$ cat config.mk
export PLATFORM = sky130hd
export DESIGN_NAME = bus_transaction_controller
export DESIGN_NICKNAME = d
export VERILOG_FILES = /design/src/rtl/bus_transaction_controller.sv
export SDC_FILE = /design/constraint.sdc
export NUM_CORES = 1
export LEC_CHECK = 0
export ABC_CLOCK_PERIOD_IN_PS = 4000
export BUFFER_PORTS_ARGS = -buffer_cell sky130_fd_sc_hd__buf_4
export CAP_MARGIN = 20
export CORE_UTILIZATION = 45
export DETAILED_ROUTE_END_ITERATION = 7
export PLACE_DENSITY = 0.67
export SLEW_MARGIN = 30
export SYNTH_ARGS = -nofsm -noshare
export SYNTH_HDL_FRONTEND = slang
export SYNTH_SLANG_ARGS = --single-unit
$ cat constraint.sdc
create_clock -name clk -period 4 [get_ports clk]
set_input_delay 0.2 -clock clk [delete_from_list [all_inputs] [get_ports clk]]
set_output_delay 0.2 -clock clk [all_outputs]
set_load 0.05 [all_outputs]
$ cat src/rtl/bus_transaction_controller.sv
// Sequences one serial bus transaction for the granted master: decodes the slave ID,
// forwards mode/address/write data to the selected slave and returns read data.
module bus_transaction_controller #(
    parameter int NUM_SLAVES = 3,
    parameter int SLAVE_ID_W = 2,
    parameter int ADDR_W     = 12,
    parameter int DATA_W     = 8,
    parameter int TIMEOUT    = 16
) (
    input  logic                  clk,
    input  logic                  reset,
    input  logic                  grant_valid,
    input  logic                  m_tx,
    input  logic                  m_tx_valid,
    output logic                  m_rx,
    output logic                  m_rx_valid,
    output logic [NUM_SLAVES-1:0] slave_sel,
    output logic                  s_tx,
    output logic                  s_tx_valid,
    input  logic                  s_rx,
    input  logic                  s_rx_valid,
    input  logic                  s_ready,
    output logic                  busy,
    output logic                  txn_done,
    output logic                  txn_error
);

    localparam int CNT_MAX = ((ADDR_W + 1) > DATA_W) ? (ADDR_W + 1) : DATA_W;
    localparam int CNT_W   = $clog2(CNT_MAX + 1);
    localparam int IDLE_W  = $clog2(TIMEOUT + 1);

    typedef enum logic [3:0] {
        IDLE,
        ID,
        HDR,
        WDATA,
        WAIT_ACK,
        RDATA,
        DONE,
        ERR,
        RELEASE
    } state_t;

    state_t                  state_q, state_d;
    logic [CNT_W-1:0]        bit_cnt_q, bit_cnt_d;
    logic [IDLE_W-1:0]       idle_cnt_q, idle_cnt_d;
    logic [IDLE_W-1:0]       idle_inc;
    logic                    timed_out;
    logic [SLAVE_ID_W-1:0]   id_q, id_d;
    logic                    mode_q, mode_d;
    logic [NUM_SLAVES-1:0]   sel_q, sel_d;
    logic                    s_tx_q, s_tx_d;
    logic                    s_tx_valid_q, s_tx_valid_d;
    logic                    m_rx_q, m_rx_d;
    logic                    m_rx_valid_q, m_rx_valid_d;

    always_ff @(posedge clk or posedge reset) begin
        if (reset) begin
            state_q      <= IDLE;
            bit_cnt_q    <= '0;
            idle_cnt_q   <= '0;
            id_q         <= '0;
            mode_q       <= 1'b0;
            sel_q        <= '0;
            s_tx_q       <= 1'b0;
            s_tx_valid_q <= 1'b0;
            m_rx_q       <= 1'b0;
            m_rx_valid_q <= 1'b0;
        end else begin
            state_q      <= state_d;
            bit_cnt_q    <= bit_cnt_d;
            idle_cnt_q   <= idle_cnt_d;
            id_q         <= id_d;
            mode_q       <= mode_d;
            sel_q        <= sel_d;
            s_tx_q       <= s_tx_d;
            s_tx_valid_q <= s_tx_valid_d;
            m_rx_q       <= m_rx_d;
            m_rx_valid_q <= m_rx_valid_d;
        end
    end

    assign idle_inc  = idle_cnt_q + 1'b1;
    assign timed_out = (idle_inc == IDLE_W'(TIMEOUT));

    always_comb begin
        state_d      = state_q;
        bit_cnt_d    = bit_cnt_q;
        idle_cnt_d   = idle_cnt_q;
        id_d         = id_q;
        mode_d       = mode_q;
        sel_d        = sel_q;
        s_tx_d       = 1'b0;
        s_tx_valid_d = 1'b0;
        m_rx_d       = 1'b0;
        m_rx_valid_d = 1'b0;

        case (state_q)
            IDLE: begin
                if (grant_valid && m_tx_valid) begin
                    id_d      = {m_tx, id_q[SLAVE_ID_W-1:1]};
                    bit_cnt_d = CNT_W'(1);
                    state_d   = ID;
                end
            end
            ID: begin
                if (!grant_valid) begin
                    state_d = ERR;
                end else if (m_tx_valid) begin
                    // ID shifts in LSB first; after the last bit id_d holds the full field.
                    id_d       = {m_tx, id_q[SLAVE_ID_W-1:1]};
                    idle_cnt_d = '0;
                    if (bit_cnt_q == CNT_W'(SLAVE_ID_W - 1)) begin
                        if (32'(id_d) >= NUM_SLAVES) begin
                            state_d = ERR;
                        end else begin
                            sel_d   = NUM_SLAVES'(1) << id_d;
                            state_d = HDR;
                        end
                    end else begin
                        bit_cnt_d = bit_cnt_q + 1'b1;
                    end
                end else if (timed_out) begin
                    state_d = ERR;
                end else begin
                    idle_cnt_d = idle_inc;
                end
            end
            HDR: begin
                if (!grant_valid) begin
                    state_d = ERR;
                end else if (m_tx_valid) begin
                    s_tx_d       = m_tx;
                    s_tx_valid_d = 1'b1;
                    idle_cnt_d   = '0;
                    if (bit_cnt_q == '0) begin
                        mode_d = m_tx;
                    end
                    if (bit_cnt_q == CNT_W'(ADDR_W)) begin
                        state_d = mode_q ? WDATA : RDATA;
                    end else begin
                        bit_cnt_d = bit_cnt_q + 1'b1;
                    end
                end else if (timed_out) begin
                    state_d = ERR;
                end else begin
                    idle_cnt_d = idle_inc;
                end
            end
            WDATA: begin
                if (!grant_valid) begin
                    state_d = ERR;
                end else if (m_tx_valid) begin
                    s_tx_d       = m_tx;
                    s_tx_valid_d = 1'b1;
                    idle_cnt_d   = '0;
                    if (bit_cnt_q == CNT_W'(DATA_W - 1)) begin
                        state_d = WAIT_ACK;
                    end else begin
                        bit_cnt_d = bit_cnt_q + 1'b1;
                    end
                end else if (timed_out) begin
                    state_d = ERR;
                end else begin
                    idle_cnt_d = idle_inc;
                end
            end
            WAIT_ACK: begin
                if (!grant_valid) begin
                    state_d = ERR;
                end else if (s_ready) begin
                    state_d = DONE;
                end else if (timed_out) begin
                    state_d = ERR;
                end else begin
                    idle_cnt_d = idle_inc;
                end
            end
            RDATA: begin
                if (!grant_valid) begin
                    state_d = ERR;
                end else if (s_rx_valid) begin
                    m_rx_d       = s_rx;
                    m_rx_valid_d = 1'b1;
                    idle_cnt_d   = '0;
                    if (bit_cnt_q == CNT_W'(DATA_W - 1)) begin
                        state_d = DONE;
                    end else begin
                        bit_cnt_d = bit_cnt_q + 1'b1;
                    end
                end else if (timed_out) begin
                    state_d = ERR;
                end else begin
                    idle_cnt_d = idle_inc;
                end
            end
            DONE:    state_d = RELEASE;
            ERR:     state_d = RELEASE;
            RELEASE: begin
                if (!grant_valid) begin
                    state_d = IDLE;
                end
            end
            default: state_d = IDLE;
        endcase

        // Slave select drops as the pulse state is entered; counters restart per state.
        if (state_d == DONE || state_d == ERR) begin
            sel_d = '0;
        end
        if (state_d != state_q) begin
            idle_cnt_d = '0;
            if (state_d != ID) begin
                bit_cnt_d = '0;
            end
        end
    end

    assign busy       = (state_q != IDLE);
    assign txn_done   = (state_q == DONE);
    assign txn_error  = (state_q == ERR);
    assign slave_sel  = sel_q;
    assign s_tx       = s_tx_q;
    assign s_tx_valid = s_tx_valid_q;
    assign m_rx       = m_rx_q;
    assign m_rx_valid = m_rx_valid_q;

endmodule
==> impl_metrics.ini, run 1 <==
[routing]
route.vias.total = 1738
first_pass_iters = 5
ant_nets = 0
drc = 0
wl_per_cell_um = 15.7
vias_per_cell = 6.16
drtIter0Drc = 283
drt_wl_total_um = 4430

[synthesis]
ys_top_cells_by_area = dfrtp_1 30%, a21oi_1 5.7%, nand2_1 5.1%
syn-num-nets = 239
ys_types = 62
syn_area_um2 = 1840
yosysWarningCount = 0
ys_ff_latch = 22
ys.flop_type = dfrtp_1
yosysTopAreaCell = dfrtp_1
avgSynthCellArea_um2 = 8.11
async_reset_ff_share_pct = 100
synth_top_area_share_pct = 29.9
syn_inst = 227
synth_edf_count = 0
synth_seq_area_share_pct = 29.9

[power]
power_leakage_nw = 0.843
fin_total_pwr_mw = 1.35
powerDensity_nw_per_um2 = 667
p_switching_mw = 0.656
intPower_mw = 0.696
swShare_pct = 48.5
power_frac_comb_pct = 56.5
clkPwrFrac_pct = 14.9
seq_power_share_pct = 28.6
ir_worst_vdd_v = 0.000385

[sta]
setup_viol = 0
slew_headroom_pct = 46.0
hold_viol = 0
layout_min_cycle_time_ns = 2.52
rsz0062_at_grt = no
post-route-period-util_pct = 63.1
max_freq_mhz = 396
fin_ws_ns = 1.48
timing.setup.tns_ns = 0
finalClockSkew_ns = 0.00605
worstMarginPinSlew_ns = 0.810
final_max_slew_viol_count = 0
holdWs_ns = 0.0957

[global_route]
grt_antenna_before_repair = 0
grt.overflow.total = 0
grt_pass1_wl_um = 7490
grtUsageTotal_pct = 22.1
grt_pass1_vias = 1586
grt_max_degree = 23

[clock_tree]
cts_buffer_depth = 2
cts_resized = 0
cts.sinks = 22
clk_latency_ns = 0.26
tritoncts = built
cts_root_buf = clkbuf_8
htreeDepth = 1
clk_pin_slew_ns = 0.08
cts_hold_buf = 0
postCtsSetupBuffers = 0
numCtsBuffers = 3

[place]
dp_hpwl_um = 3260
port-buffer-count = 17
place_ws_ns = 1.51
place.gp.congestion = 0.907

[critical_path]
reg2reg_depth = 7
r2r_setup_slack_ns = 1.48
cp.arrival_ns = 2.69
cp_max_fo = 19
cp-startpoint = state_q[1]
reg2reg_from = state_q[1]
crit_path_start_kind = register
required_ns = 4.16
worstSetupPathType = reg -> reg
worstReg2RegEnd = idle_cnt_q[2]
cp-end-kind = register

[floorplan]
die_w_um = 66.0
floorplan.die_area_um2 = 4350
io_pins = 18
start_util_pct = 48.5
die_height_um = 66.0
rows = 22
coreArea_um2 = 3800

[final_layout]
drive_gt1_share_pct = 17.5
seqCellArea_um2 = 551
multi_input_comb_area_um2 = 1190
diodes = 0
area_delta_synth_final_pct = 10.1
fin_nets = 247
fillers = 367

[hold_path]
hold_class = in -> async

[run]
maxCapViolCount = 0

[status]
status = completed
-- cells by family (layout without fill, tap and decap cells) --
| family | Yosys count | in the layout | synth area share (%) |
|---|---|---|---|
| compound gates | 75 | 75 | 28.0 |
| xor+xnor | 1 | 1 | 0.476 |
| fa+ha+maj | 4 | 4 | 2.72 |
| buf+inv | 22 | 29 | 5.64 |
| flops | 22 | 22 | 29.9 |
| mux | 6 | 6 | 3.33 |
| simple gates | 97 | 97 | 30.0 |
-- routing by layer --
metal	vias up	GRT usage (%)	routed length, um
met5	-	0	0
met4	0	6.12	19
met3	2	1.90	344
met2	83	33.0	1890
met1	807	33.7	2180
li1	846	-	-
-- cell usage in the layout (no fill, tap or decap), types with 4 or more instances in the layout --
cell type	synthesis	final
nor3_1	4	4
a211oi_1	4	4
nor2_1	20	20
dfrtp_1	22	22
nand3_1	5	5
and3_1	6	6
ha_1	4	4
nand2_1	25	25
o21ai_0	15	15
buf_4	4	17
a31oi_1	5	5
mux2i_1	5	5
inv_1	7	7
a21oi_1	21	21
nor2b_1	5	5
nand2b_1	6	6
-- critical path, cell delays in order, from the launching register on --
cell       delay (ns)
dfrtp_1          0.77
nand2b_1         0.36
nor2_2           0.12
a22o_1           0.24
a2111oi_1        0.33
o221a_2          0.29
o211ai_4         0.13
a211oi_1         0.20
-- area by class of cell --
class	count	share of cell area, %
clock buffer	3	2.04
clock inverter	1	1.48
inverter	8	1.48
multi-input combinational	183	58.6
sequential	22	27.2
tap	48	2.96
timing repair buffer	17	6.30
-- sequential cells by signal, indices dropped and copies added, names as in the netlist --
name	flops
m_rx_valid	1
slave_sel	3
m_rx	1
s_tx_valid	1
state_q	4
mode_q	1
s_tx	1
idle_cnt_q	5
bit_cnt_q	4
id_q	1
-- power by group through the flow --
stage / registers, mW / clock network, mW / logic [mW]
finish: 0.386 / 0.201 / 0.764
global route: 0.400 / 0.220 / 0.839
CTS: 0.384 / 0.208 / 0.756
detailed placement: 0.389 / 0 / 0.751
global placement: 0.392 / 0 / 0.762
floorplan: 0.311 / 0 / 0.692
-- worst max-delay path by stage --
stage          depth (start not counted)       endpoint
6_report                               7  idle_cnt_q[2]
5_1_grt                                7  idle_cnt_q[2]
4_1_cts                                7  idle_cnt_q[2]
3_5_place_dp                           7  idle_cnt_q[2]
3_3_place_gp                           7  idle_cnt_q[2]
2_1_floorplan                          9  idle_cnt_q[2]
-- per-stage QoR --
stage	utilization [%]	area [um2]	std cells
2_1_floorplan	-	1840	227
3_3_place_gp	51.5	1960	278
3_5_place_dp	51.5	1960	278
4_1_cts	53.4	2030	282
5_1_grt	53.4	2030	282
6_report	53.4	2030	282
-- synthesized netlist by cell type, drive strengths merged, types with 6 or more instances --
cell and instances:
buf 8, and3 6, inv 8, nand2b 6, clkbuf 6, a21oi 22, nor2 22, dfrtp 22
nand2 25, o21ai 17
No activity file was read; power rests on OpenSTA's default activity.
==> inputs of run 2 (changes only) <==
- ABC_CLOCK_PERIOD_IN_PS: 4000 -> 2600
- clock period: 4 -> 2.6 ns (I/O delays scaled with it)
==> run 2 against run 1 <==
Register-to-register slack worse by 1.3 ns. Non-clock buffer count up 8. Critical path type unchanged. Cell count up 2.8%. Clock power up 57%. Critical path depth up 1. Sequential share of layout area down 0.78 points. Global-route usage up 0.88 points. Sequential cell count unchanged. Hold slack worse by 0.065 ns. Via count up 3.5%. Die area unchanged. Count of clock-buffer cells in the layout unchanged.
==> impl_metrics.ini, run 2 (same netlist as run 1, synthesis figures left out) <==
[sta]
timing.setup.tns_ns = 0
worstMarginPinSlew_ns = 0.827
post-route-period-util_pct = 93.8
slew_headroom_pct = 44.8
holdWs_ns = 0.0303
max_freq_mhz = 410
layout_min_cycle_time_ns = 2.44
fin_ws_ns = 0.162
setup_viol = 0
rsz0062_at_grt = no
final_max_slew_viol_count = 0
finalClockSkew_ns = 0.00538
hold_viol = 0

[global_route]
grt_pass1_wl_um = 7600
grtUsageTotal_pct = 23.0
grt_antenna_before_repair = 0
grt.overflow.total = 0
grt_pass1_vias = 1562
grt_max_degree = 23

[final_layout]
drive_gt1_share_pct = 20.2
fin_nets = 255
diodes = 0
post-route-util_pct = 54.9
top_regs = idle_cnt_q: 5 flops, bit_cnt_q: 4 flops, state_q: 4 flops
final_cell_mix = 25 x nand2_1, 25 x buf_4, 22 x dfrtp_1
area_delta_synth_final_pct = 13.3
registers.top_by_ff_count = idle_cnt_q
largest_register_ffs = 5
stdcell_count = 290
final_area_um2 = 2090

[critical_path]
crit_chain = ha_1, and3b_2, nand2_1, o32a_1, nor3b_2, nand3_1, or3b_4, a21oi_1
crit_path_start_kind = register
crit_path_max_incr_delay_ns = 0.47
cp-startpoint = bit_cnt_q[0]
critical_path.slowest_cell = or3b_4
endpoint = bit_cnt_q[1]
reg2reg_depth = 8
required_ns = 2.79
cp.arrival_ns = 2.63
cp-end-kind = register
worstSetupPathType = reg -> reg
r2r_setup_slack_ns = 0.16
reg2reg_from = bit_cnt_q[0]
cp_max_fo = 8
worstReg2RegEnd = bit_cnt_q[1]

[clock_tree]
tritoncts = built
cts_resized = 0
cts_hold_buf = 0
clk_pin_slew_ns = 0.08
clk_latency_ns = 0.26
cts_buffer_depth = 2
postCtsSetupBuffers = 0
cts_root_buf = clkbuf_8
numCtsBuffers = 3
htreeDepth = 1
cts.sinks = 22

[status]
status = completed

[routing]
wl_per_cell_um = 15.9
drc = 0
first_pass_iters = 4
drtIter0Drc = 193
ant_nets = 0
route.vias.total = 1798
drt_wl_total_um = 4610
vias_per_cell = 6.20

[power]
swShare_pct = 47.7
ir_worst_vdd_v = 0.000516
clkPwrFrac_pct = 14.4
power_frac_comb_pct = 62.1
p_switching_mw = 1.04
power_leakage_nw = 0.883
intPower_mw = 1.14
seq_power_share_pct = 23.5
fin_total_pwr_mw = 2.18
powerDensity_nw_per_um2 = 1050

[hold_path]
hold_class = in -> async

[place]
port-buffer-count = 17
place_area_um2 = 2020
place_ws_ns = 0.196
place.gp.congestion = 0.876
dp_hpwl_um = 3550
numPlacedInstances = 286

[floorplan]
coreArea_um2 = 3800
rows = 22
die_w_um = 66.0
die_height_um = 66.0
io_pins = 18
start_util_pct = 48.5
floorplan.die_area_um2 = 4350

[run]
maxCapViolCount = 0
run 2: worst min path at each step:
stage,endpoint,cells after the start,slack (ns)
6_report,slave_sel[2],2,0.03
4_1_cts,s_tx_valid,2,0.05
3_5_place_dp,s_tx_valid,2,0.34
2_1_floorplan,bit_cnt_q[0],1,0.12
3_3_place_gp,m_rx,2,0.34
5_1_grt,m_rx,2,0.08
run 2: layer usage:
metal | wire length, um | GRT usage [%] | vias to the layer above
met3 | 284 | 1.72 | 4
met4 | 34 | 4.79 | 0
met5 | 0 | 0 | -
met2 | 2100 | 35.2 | 57
met1 | 2190 | 35.2 | 865
li1 | - | - | 872
run 2: power groups by stage:
stage | sequential [mW] | clock, mW | combinational, mW
finish | 0.514 | 0.315 | 1.36
detailed placement | 0.517 | 0 | 1.34
global route | 0.529 | 0.337 | 1.47
floorplan | 0.479 | 0 | 1.06
CTS | 0.510 | 0.321 | 1.34
global placement | 0.515 | 0 | 1.34
run 2: area by class of cell:
| type | instances | area (um2) |
|---|---|---|
| clock inverter | 1 | 30.0 |
| fill | 363 | 1710 |
| multi-input combinational | 183 | 1190 |
| inverter | 8 | 30.0 |
| timing repair buffer | 25 | 188 |
| tap | 48 | 60.1 |
| sequential | 22 | 551 |
| clock buffer | 3 | 41.3 |
run 2: worst max-delay path: cells and delay by family (launching register included):
kind	cells	cell delay (ns)
AND/OR/NAND/NOR	5	1.30
adder cells (fa/ha/maj)	1	0.33
AO/OA/AOI/OAI	2	0.31
flip-flops	1	0.43
